File: src/rtl/data_mem_wait.sv
// ---------------------------------------------------------------------------
// data_mem_wait
// Data memory for the MEM stage with a configurable number of wait cycles.
// Supports byte / halfword / word accesses (little-endian), sign or zero
// extension on loads, and reports misaligned or illegal-size requests with
// err instead of touching memory. stall freezes the pipeline while a request
// is outstanding; done pulses for one cycle when the result is available.
//
// Ports
//   clk       rising-edge clock
//   reset     synchronous, active-high
//   MemRd     load request
//   MemWr     store request (wins over MemRd)
//   size      00 byte, 01 halfword, 10 word, 11 illegal
//   sign_ext  loads: 1 sign-extend, 0 zero-extend
//   Address   byte address; word index = Address[ADDR_W+1:2], upper bits wrap
//   Data_in   right-justified store data
//   Data_out  registered load result
//   stall     request outstanding; inputs must be held while high
//   done      one-cycle completion pulse
//   err       qualifies done: request was misaligned or illegal
// ---------------------------------------------------------------------------
module data_mem_wait #(
  parameter int ADDR_W  = 6,
  parameter int LATENCY = 2
) (
  input  logic        clk,
  input  logic        reset,
  input  logic        MemRd,
  input  logic        MemWr,
  input  logic [1:0]  size,
  input  logic        sign_ext,
  input  logic [31:0] Address,
  input  logic [31:0] Data_in,
  output logic [31:0] Data_out,
  output logic        stall,
  output logic        done,
  output logic        err
);

  localparam int         DEPTH    = 2 ** ADDR_W;
  localparam logic [1:0] IDLE     = 2'd0;
  localparam logic [1:0] WAIT     = 2'd1;
  localparam logic [1:0] DONE     = 2'd2;
  localparam logic [3:0] CNT_INIT = (LATENCY == 0) ? 4'd0 : 4'(LATENCY - 1);
  localparam logic       NO_WAIT  = (LATENCY == 0);

  // Byte-lane write mask; halfword and word lanes are aligned, so the lane
  // offset times 8 is also the correct shift for them.
  function automatic logic [31:0] lane_mask(input logic [1:0] sz, input logic [1:0] lane);
    logic [31:0] m;
    case (sz)
      2'b00:   m = 32'h0000_00FF << {lane, 3'b000};
      2'b01:   m = 32'h0000_FFFF << {lane, 3'b000};
      2'b10:   m = 32'hFFFF_FFFF;
      default: m = 32'h0000_0000;
    endcase
    return m;
  endfunction

  // Extract the addressed byte/half from a word and extend it.
  function automatic logic [31:0] load_extract(input logic [31:0] word, input logic [1:0] sz,
                                               input logic [1:0] lane, input logic sx);
    logic [31:0] sh;
    logic [31:0] r;
    sh = word >> {lane, 3'b000};
    case (sz)
      2'b00:   r = sx ? {{24{sh[7]}}, sh[7:0]} : {24'h00_0000, sh[7:0]};
      2'b01:   r = sx ? {{16{sh[15]}}, sh[15:0]} : {16'h0000, sh[15:0]};
      2'b10:   r = word;
      default: r = 32'h0000_0000;
    endcase
    return r;
  endfunction

  logic [31:0]       mem_r [DEPTH] = '{default: 32'h0000_0000};
  logic [1:0]        state_r;
  logic [1:0]        state_nxt_s;
  logic [3:0]        cnt_r;
  logic [31:0]       data_out_r;
  logic              err_r;
  logic              op_wr_r;
  logic [1:0]        op_size_r;
  logic              op_sx_r;
  logic [1:0]        op_lane_r;
  logic [ADDR_W-1:0] op_idx_r;
  logic [31:0]       op_data_r;

  logic              req_s;
  logic              bad_s;
  logic              commit_s;
  logic              acc_wr_s;
  logic [1:0]        acc_size_s;
  logic              acc_sx_s;
  logic [1:0]        acc_lane_s;
  logic [ADDR_W-1:0] acc_idx_s;
  logic [31:0]       acc_data_s;
  logic [31:0]       rd_word_s;
  logic [31:0]       mask_s;
  logic              unused_s;

  assign req_s    = MemRd | MemWr;
  assign bad_s    = (size == 2'b11) | ((size == 2'b01) & Address[0]) |
                    ((size == 2'b10) & (Address[1:0] != 2'b00));
  assign unused_s = ^Address[31:ADDR_W+2];

  // Access fields: live inputs for a zero-wait access from IDLE, latched copy otherwise.
  always_comb begin
    if (state_r == IDLE) begin
      acc_wr_s   = MemWr;
      acc_size_s = size;
      acc_sx_s   = sign_ext;
      acc_lane_s = Address[1:0];
      acc_idx_s  = Address[ADDR_W+1:2];
      acc_data_s = Data_in;
    end else begin
      acc_wr_s   = op_wr_r;
      acc_size_s = op_size_r;
      acc_sx_s   = op_sx_r;
      acc_lane_s = op_lane_r;
      acc_idx_s  = op_idx_r;
      acc_data_s = op_data_r;
    end
  end

  // A reset on the commit edge discards the access.
  assign commit_s  = ~reset & (((state_r == IDLE) & req_s & ~bad_s & NO_WAIT) |
                               ((state_r == WAIT) & (cnt_r == 4'd0)));
  assign rd_word_s = mem_r[acc_idx_s];
  assign mask_s    = lane_mask(acc_size_s, acc_lane_s);

  // Next-state logic for IDLE -> (WAIT) -> DONE -> IDLE.
  always_comb begin
    state_nxt_s = state_r;
    case (state_r)
      IDLE: begin
        if (req_s) begin
          if (bad_s || NO_WAIT) begin
            state_nxt_s = DONE;
          end else begin
            state_nxt_s = WAIT;
          end
        end else begin
          state_nxt_s = IDLE;
        end
      end
      WAIT: begin
        if (cnt_r == 4'd0) begin
          state_nxt_s = DONE;
        end else begin
          state_nxt_s = WAIT;
        end
      end
      DONE:    state_nxt_s = IDLE;
      default: state_nxt_s = IDLE;
    endcase
  end

  // Memory array: read-modify-write of the addressed lanes; never cleared by reset.
  always_ff @(posedge clk) begin
    if (commit_s && acc_wr_s) begin
      mem_r[acc_idx_s] <= (rd_word_s & ~mask_s) | ((acc_data_s << {acc_lane_s, 3'b000}) & mask_s);
    end
  end

  // Control state, request latch, wait counter, err flag and load result.
  always_ff @(posedge clk) begin
    if (reset) begin
      state_r    <= IDLE;
      cnt_r      <= 4'd0;
      data_out_r <= 32'h0000_0000;
      err_r      <= 1'b0;
      op_wr_r    <= 1'b0;
      op_size_r  <= 2'b00;
      op_sx_r    <= 1'b0;
      op_lane_r  <= 2'b00;
      op_idx_r   <= '0;
      op_data_r  <= 32'h0000_0000;
    end else begin
      state_r <= state_nxt_s;
      case (state_r)
        IDLE: begin
          if (req_s && bad_s) begin
            err_r      <= 1'b1;
            data_out_r <= 32'h0000_0000;
          end else if (req_s) begin
            err_r     <= 1'b0;
            cnt_r     <= CNT_INIT;
            op_wr_r   <= MemWr;
            op_size_r <= size;
            op_sx_r   <= sign_ext;
            op_lane_r <= Address[1:0];
            op_idx_r  <= Address[ADDR_W+1:2];
            op_data_r <= Data_in;
          end else begin
            err_r <= 1'b0;
          end
        end
        WAIT: begin
          if (cnt_r != 4'd0) begin
            cnt_r <= cnt_r - 4'd1;
          end else begin
            cnt_r <= cnt_r;
          end
        end
        DONE:    err_r <= 1'b0;
        default: err_r <= 1'b0;
      endcase
      if (commit_s && !acc_wr_s) begin
        data_out_r <= load_extract(rd_word_s, acc_size_s, acc_lane_s, acc_sx_s);
      end
    end
  end

  assign stall    = ((state_r == IDLE) & req_s) | (state_r == WAIT);
  assign done     = (state_r == DONE);
  assign err      = err_r;
  assign Data_out = data_out_r;

endmodule

File: config.mk
export PLATFORM = sky130hd
export DESIGN_NAME = data_mem_wait
export DESIGN_NICKNAME = d
export VERILOG_FILES = /design/src/rtl/data_mem_wait.sv
export SDC_FILE = /design/constraint.sdc
export NUM_CORES = 2
export LEC_CHECK = 0
export ABC_CLOCK_PERIOD_IN_PS = 10020
export BUFFER_PORTS_ARGS = -buffer_cell sky130_fd_sc_hd__buf_4
export CORE_MARGIN = 4
export CORE_UTILIZATION = 55
export DETAILED_ROUTE_END_ITERATION = 8
export PLACE_DENSITY_LB_ADDON = 0.12
export SLEW_MARGIN = 20
export SYNTH_ARGS = -nofsm -noshare
export SYNTH_HDL_FRONTEND = slang
export SYNTH_SLANG_ARGS = --single-unit
export TNS_END_PERCENT = 1
File: constraint.sdc
create_clock -name clk -period 10.02 [get_ports clk]
set_input_delay 2.004 -clock clk [delete_from_list [all_inputs] [get_ports clk]]
set_output_delay 2.004 -clock clk [all_outputs]
set_load 0.05 [all_outputs]
# [Word level (Yosys, flattened, before mapping)]
# Memory sizes are Yosys's and may differ from the RTL's.
# Index checks and enable logic that the tools add are counted.
[word_totals] out_inout_bits=35 n_memories=1 ramBits=2048 ff_bits=83 elab_cells=81
[memory_table] name="mem_r" words=64 word_bits=32 read_ports=1 rd_clocked_by_memory_dff=0 wr=1 line_no="76" text="logic [31:0] mem_r [DEPTH] = '{default: 32'h0000_0000};"
[classes] eq_ne=10 shift=4 n_bitwise=15 n_addsub=1 mux=25 reduce_logical=15
[op_table] op="$mux 32" count=6
[op_table] op="$pmux 32 s3" count=2
[op_table] op="$and 32x32->32" count=2
[op_table] op="$not 32->32" count=1
[op_table] op="$or 32x32->32" count=1
[op_table] op="$shl 16x5->32 const A" count=1
[op_table] op="$shl 32x5->32" count=1
[op_table] op="$shl 8x5->32 const A" count=1
[op_table] op="$shr 32x5->16" count=1
[op_table] op="$mux 4" count=3
[op_table] op="$mux 2" count=5
[op_table] op="$eq 2x2->1 const B" count=4
[op_table] op="$pmux 4 s2" count=1
[op_table] op="$reduce_bool 2->1" count=4
[op_table] op="$eq 2x1->1 const B" count=3
[op_table] op="$mux 6" count=1
[op_table] op="$ne 2x2->1 const B" count=3
[op_table] op="$and 1x1->1" count=5
[op_table] op="$mux 1" count=5
[op_table] op="$logic_not 2->1" count=2
[op_table] op="$logic_not 4->1" count=1
[op_table] op="$or 1x1->1" count=4
[op_table] op="$pmux 2 s2" count=1
[op_table] op="$reduce_and 4->1" count=1
[op_table] op="8 further kinds" count=11

# [Depth between registers and ports, before layout]
[logic_depth] depth_word=8 ltp_mapped=17

# [Worst setup path after synthesis]
# No wires, ideal clock.
[synth_timing] path_type="input -> register" start="input Address[2]" end="memory mem_r[0][3] (data pin)" path_buffers=5 slack_ns=2.658 t_arrival_ns=6.660 setup_ns=0.702 required_ns=9.318 path_stages=13 path_cell_list="or3b_1 -> buf_6 -> nand2_8 -> buf_6 -> buf_6 -> buf_6 -> buf_4 -> o221ai_1 -> a222oi_1 -> o22ai_1 -> a2111oi_0 -> nand2_1 -> o21ai_0"
[synth_via] elab_chain_len=4
[synth_rtl] item="start: declaration" line_no="33" text="input logic [31:0] Address,"
[synth_rtl] item="$mux 6" line_no="109" text="if (state_r == IDLE) begin"
[synth_rtl] item="$mem_v2 64x32"
[synth_rtl] item="$and 32x32->32" line_no="162" text="mem_r[acc_idx_s] <= (rd_word_s & ~mask_s) | ((acc_data_s << {acc_lane_s, 3'b000}) & mask_s);"
[synth_rtl] item="$or 32x32->32" line_no="162"
[synth_rtl] item="end: declaration" line_no="76"
# Every way passes these cells.

# [Final worst setup path]
[layout_timing] start="input Address[2]" end="memory mem_r[29][11] (data pin)"
# The elaborated chain is that of the path after synthesis.

==> flow_summary.yaml <==
finish:
  final_util_pct: 62.8
  drive_above_1_share_pct: 13.2
  final_area_sq_um: 93100
  nets: 5661
  syn_to_final_growth_pct: 12.9
  finalNonFillerCells: 7769
critical_path:
  crit_path_top_delay_cell: "nor2_4"
  crit_buf_inv: 3
  cp.arrival_ps: 7770
  crit_path_max_incr_delay_ps: 790
  endpoint_kind: "flop"
  critical_path.top_delay_family: "compound AO/OA/AOI/OAI gates"
  r2r_slack_ps: 3440
  reg2regPathDepth: 12
  crit_chain: "buf_4 > nor3b_1 > nor2_4 > buf_12 > o221ai_1 > a222oi_1 > o32ai_1 > a2111oi_2 > nand4_1 > o21ai_4 > buf_4"
  rr_startpoint: "state_r[0]"
  critical_path_class: "in -> reg"
  cp-start-kind: "input pin"
  path_common_cell: "buf_4"
  required_ps: 10570
  timing.rr.end: "mem_r[31][3]"
  critPathMaxFanout: 51
placement:
  numPortBuffers: 81
  place_ws_ps: 2290
  dp.final_hpwl_mm: 162
  gp_congestion: 0.919
  postPlaceCellArea_sq_um: 86800
  dp_cells: 7379
pwr:
  pwr-share-seq_pct: 48.8
  peakVddDrop_mv: 0.189
  switching_share_pct: 29.4
  total_power_mw: 22.4
  power_frac_comb_pct: 18.3
  internal-power_mw: 15.8
  power.static_leakage_nw: 29.5
  power.density_nw_per_um2: 240
  p_sw_mw: 6.58
  clkPwrFrac_pct: 32.9
synth:
  synth.top_cells.by_area: "edfxtp_1, o22ai_1, nand2_1, mux2i_1, dfxtp_1"
  avgSynthCellArea_sq_um: 15.1
  ys_types: 85
  synthArstFlopShare_pct: 0
  syn_area_sq_um: 82500
  syn_nets: 5529
  synthTopCellsByCount: "edfxtp_1, nand2_1, o22ai_1"
  yosysSeqAreaShare_pct: 76.6
  synth-main-ff-cell: "edfxtp_1"
  netlist.area_leader.share_pct: 74.5
  synth-seq-cells: 2131
  yosysMostFrequentCell: "edfxtp_1"
  synth_cells: 5457
  synth_edf_count: 2048
  ys_warn_count: 0
  synth_area_leader_cell: "edfxtp_1"
grt:
  antenna_found_initial: 9
  grt_util_all_layers_pct: 35.7
  grt_overflow: 0
  grt_pass1_vias: 51000
  grt_max_degree: 83
  grt_pass1_wl_mm: 394
floorplan:
  die_h_microns: 395
  ioPinCount: 106
  initial_core_util_pct: 55.6
  coreArea_sq_um: 148000
  die_w_microns: 395
  rows: 141
  dieArea_sq_um: 156000
timing:
  setup_violations: 0
  min_period_over_period_pct: 72.1
  rsz0062_at_grt: "no"
  whs_ps: 453
  finClkSkew_ps: 40.2
  max_freq_mhz: 138
  slew_violations: 0
  worstMarginPinSlew_ps: 1240
  post-route-min-period_ps: 7220
  slew-limit-headroom_pct: 16.8
  setup_tns_ps: 0
  hold_viol: 0
  fin_ws_ps: 2800
status:
  status: "complete, no violations"
cts:
  postCtsResizedCells: 0
  cts_setup_buffers: 0
  ctsHoldBuffers: 0
  h-tree-depth: 4
  cts_buffers: 209
  clkTransAtPathRegs_ps: 60
  cts-root-buf: "clkbuf_16"
  clock_sinks: 2131
  clk_latency_ps: 830
  cts_buffer_depth: 3
  cts_tree: "built"
drt:
  ant_nets: 0
  drc: 0
  wire_per_inst_microns: 36.5
  first_pass_iters: 9
  drt_iter0_drc: 8660
  vias_per_cell: 7.06
  wl_mm: 284
  num_vias: 54800
job:
  max_cap_violations: 0
hold_path:
  hp-start: "op_data_r[2]"
  hold_path_end: "op_data_r[2]"
  hold_path_class: "reg -> reg"
  hold_depth: 2
metal layers:
layer | routed length [microns] | part of all wire [%] | GRT usage [%] | vias up
met1 | 103000 | 36 | 49.1 | 27800
met4 | 16200 | 5.7 | 17.2 | 4
met3 | 40200 | 14 | 11.3 | 782
met5 | 17 | 0.0060 | 0 | -
met2 | 124000 | 44 | 52.2 | 4183
li1 | - | - | - | 22100
state kept, by name, summed over array words and instances (netlist names):
register   flops
Data_out      32
state_r        2
cnt_r          4
op_data_r     32
err            1
op_lane_r      2
op_size_r      2
op_wr_r        1
mem_r       2048
op_idx_r       6
op_sx_r        1
worst max path at each step:
stage / slack (ps) / endpoint / from / cells past startpoint
5_1_grt: 2960 / mem_r[7][11] / Address[2] / 11
6_report: 2800 / mem_r[29][11] / Address[2] / 11
3_5_place_dp: 2290 / mem_r[49][8] / Address[2] / 11
4_1_cts: 3150 / mem_r[60][8] / Address[2] / 11
3_3_place_gp: 1170 / mem_r[58][26] / Address[2] / 11
2_1_floorplan: 2660 / mem_r[0][3] / Address[2] / 13
area by class of cell:
| class | instances | area (sq um) |
|---|---|---|
| multi-input cells | 2892 | 18400 |
| flip-flops and latches | 2131 | 63200 |
| clock inverters | 108 | 733 |
| fillers | 10800 | 55200 |
| repair buffers | 308 | 2660 |
| diodes | 7 | 17.5 |
| inverters | 47 | 176 |
| well taps | 2002 | 2500 |
| clock buffers | 274 | 5540 |
worst min-delay path: stages (launching register included):
cell     delay, ps
dfxtp_1        310
nand2_1         50
a21oi_1         50
cells by family (layout without fill, tap and decap cells):
group                      Yosys count  count (layout)  share of synthesized area (%)
DFF                               2131            2131                           76.6
buffers and inverters              434             737                           2.55
AOI/OAI and AO/OA                 1417            1417                           11.6
xor gates and xnor gates             2               2                         0.0212
muxes                              180             180                           2.20
and+or+nand+nor                   1292            1292                           7.01
adders and majority gates            1               1                         0.0152
other                                0               7                              0
layout by cell type (no fill, tap or decap), types with 20 or more instances in the layout:
cell	instances
edfxtp_1	2048
nand2_1	538
o22ai_1	506
buf_4	281
clkbuf_16	212
nor2_1	173
mux2i_1	161
nor3_1	161
nand3_1	158
a21oi_1	154
o21ai_0	135
o221ai_1	109
dfxtp_1	82
a211oi_1	81
a31oi_1	78
o211ai_1	75
nor2_4	67
clkbuf_1	62
and3_1	53
clkinv_1	53
inv_1	47
a32oi_1	36
clkinv_2	34
buf_12	24
nand4_1	22
o22a_1	21
or2_2	20
o2111ai_1	20
power groups by stage:
stage | Sequential (mW) | Combinational, mW | Clock (mW)
3_3_place_gp | 11.1 | 3.86 | 0
5_1_grt | 10.9 | 4.22 | 7.76
3_5_place_dp | 11.1 | 3.95 | 0
4_1_cts | 10.9 | 3.95 | 7.36
2_1_floorplan | 11.2 | 1.94 | 0
6_report | 10.9 | 4.10 | 7.35
(Power assumes the default switching activity.)
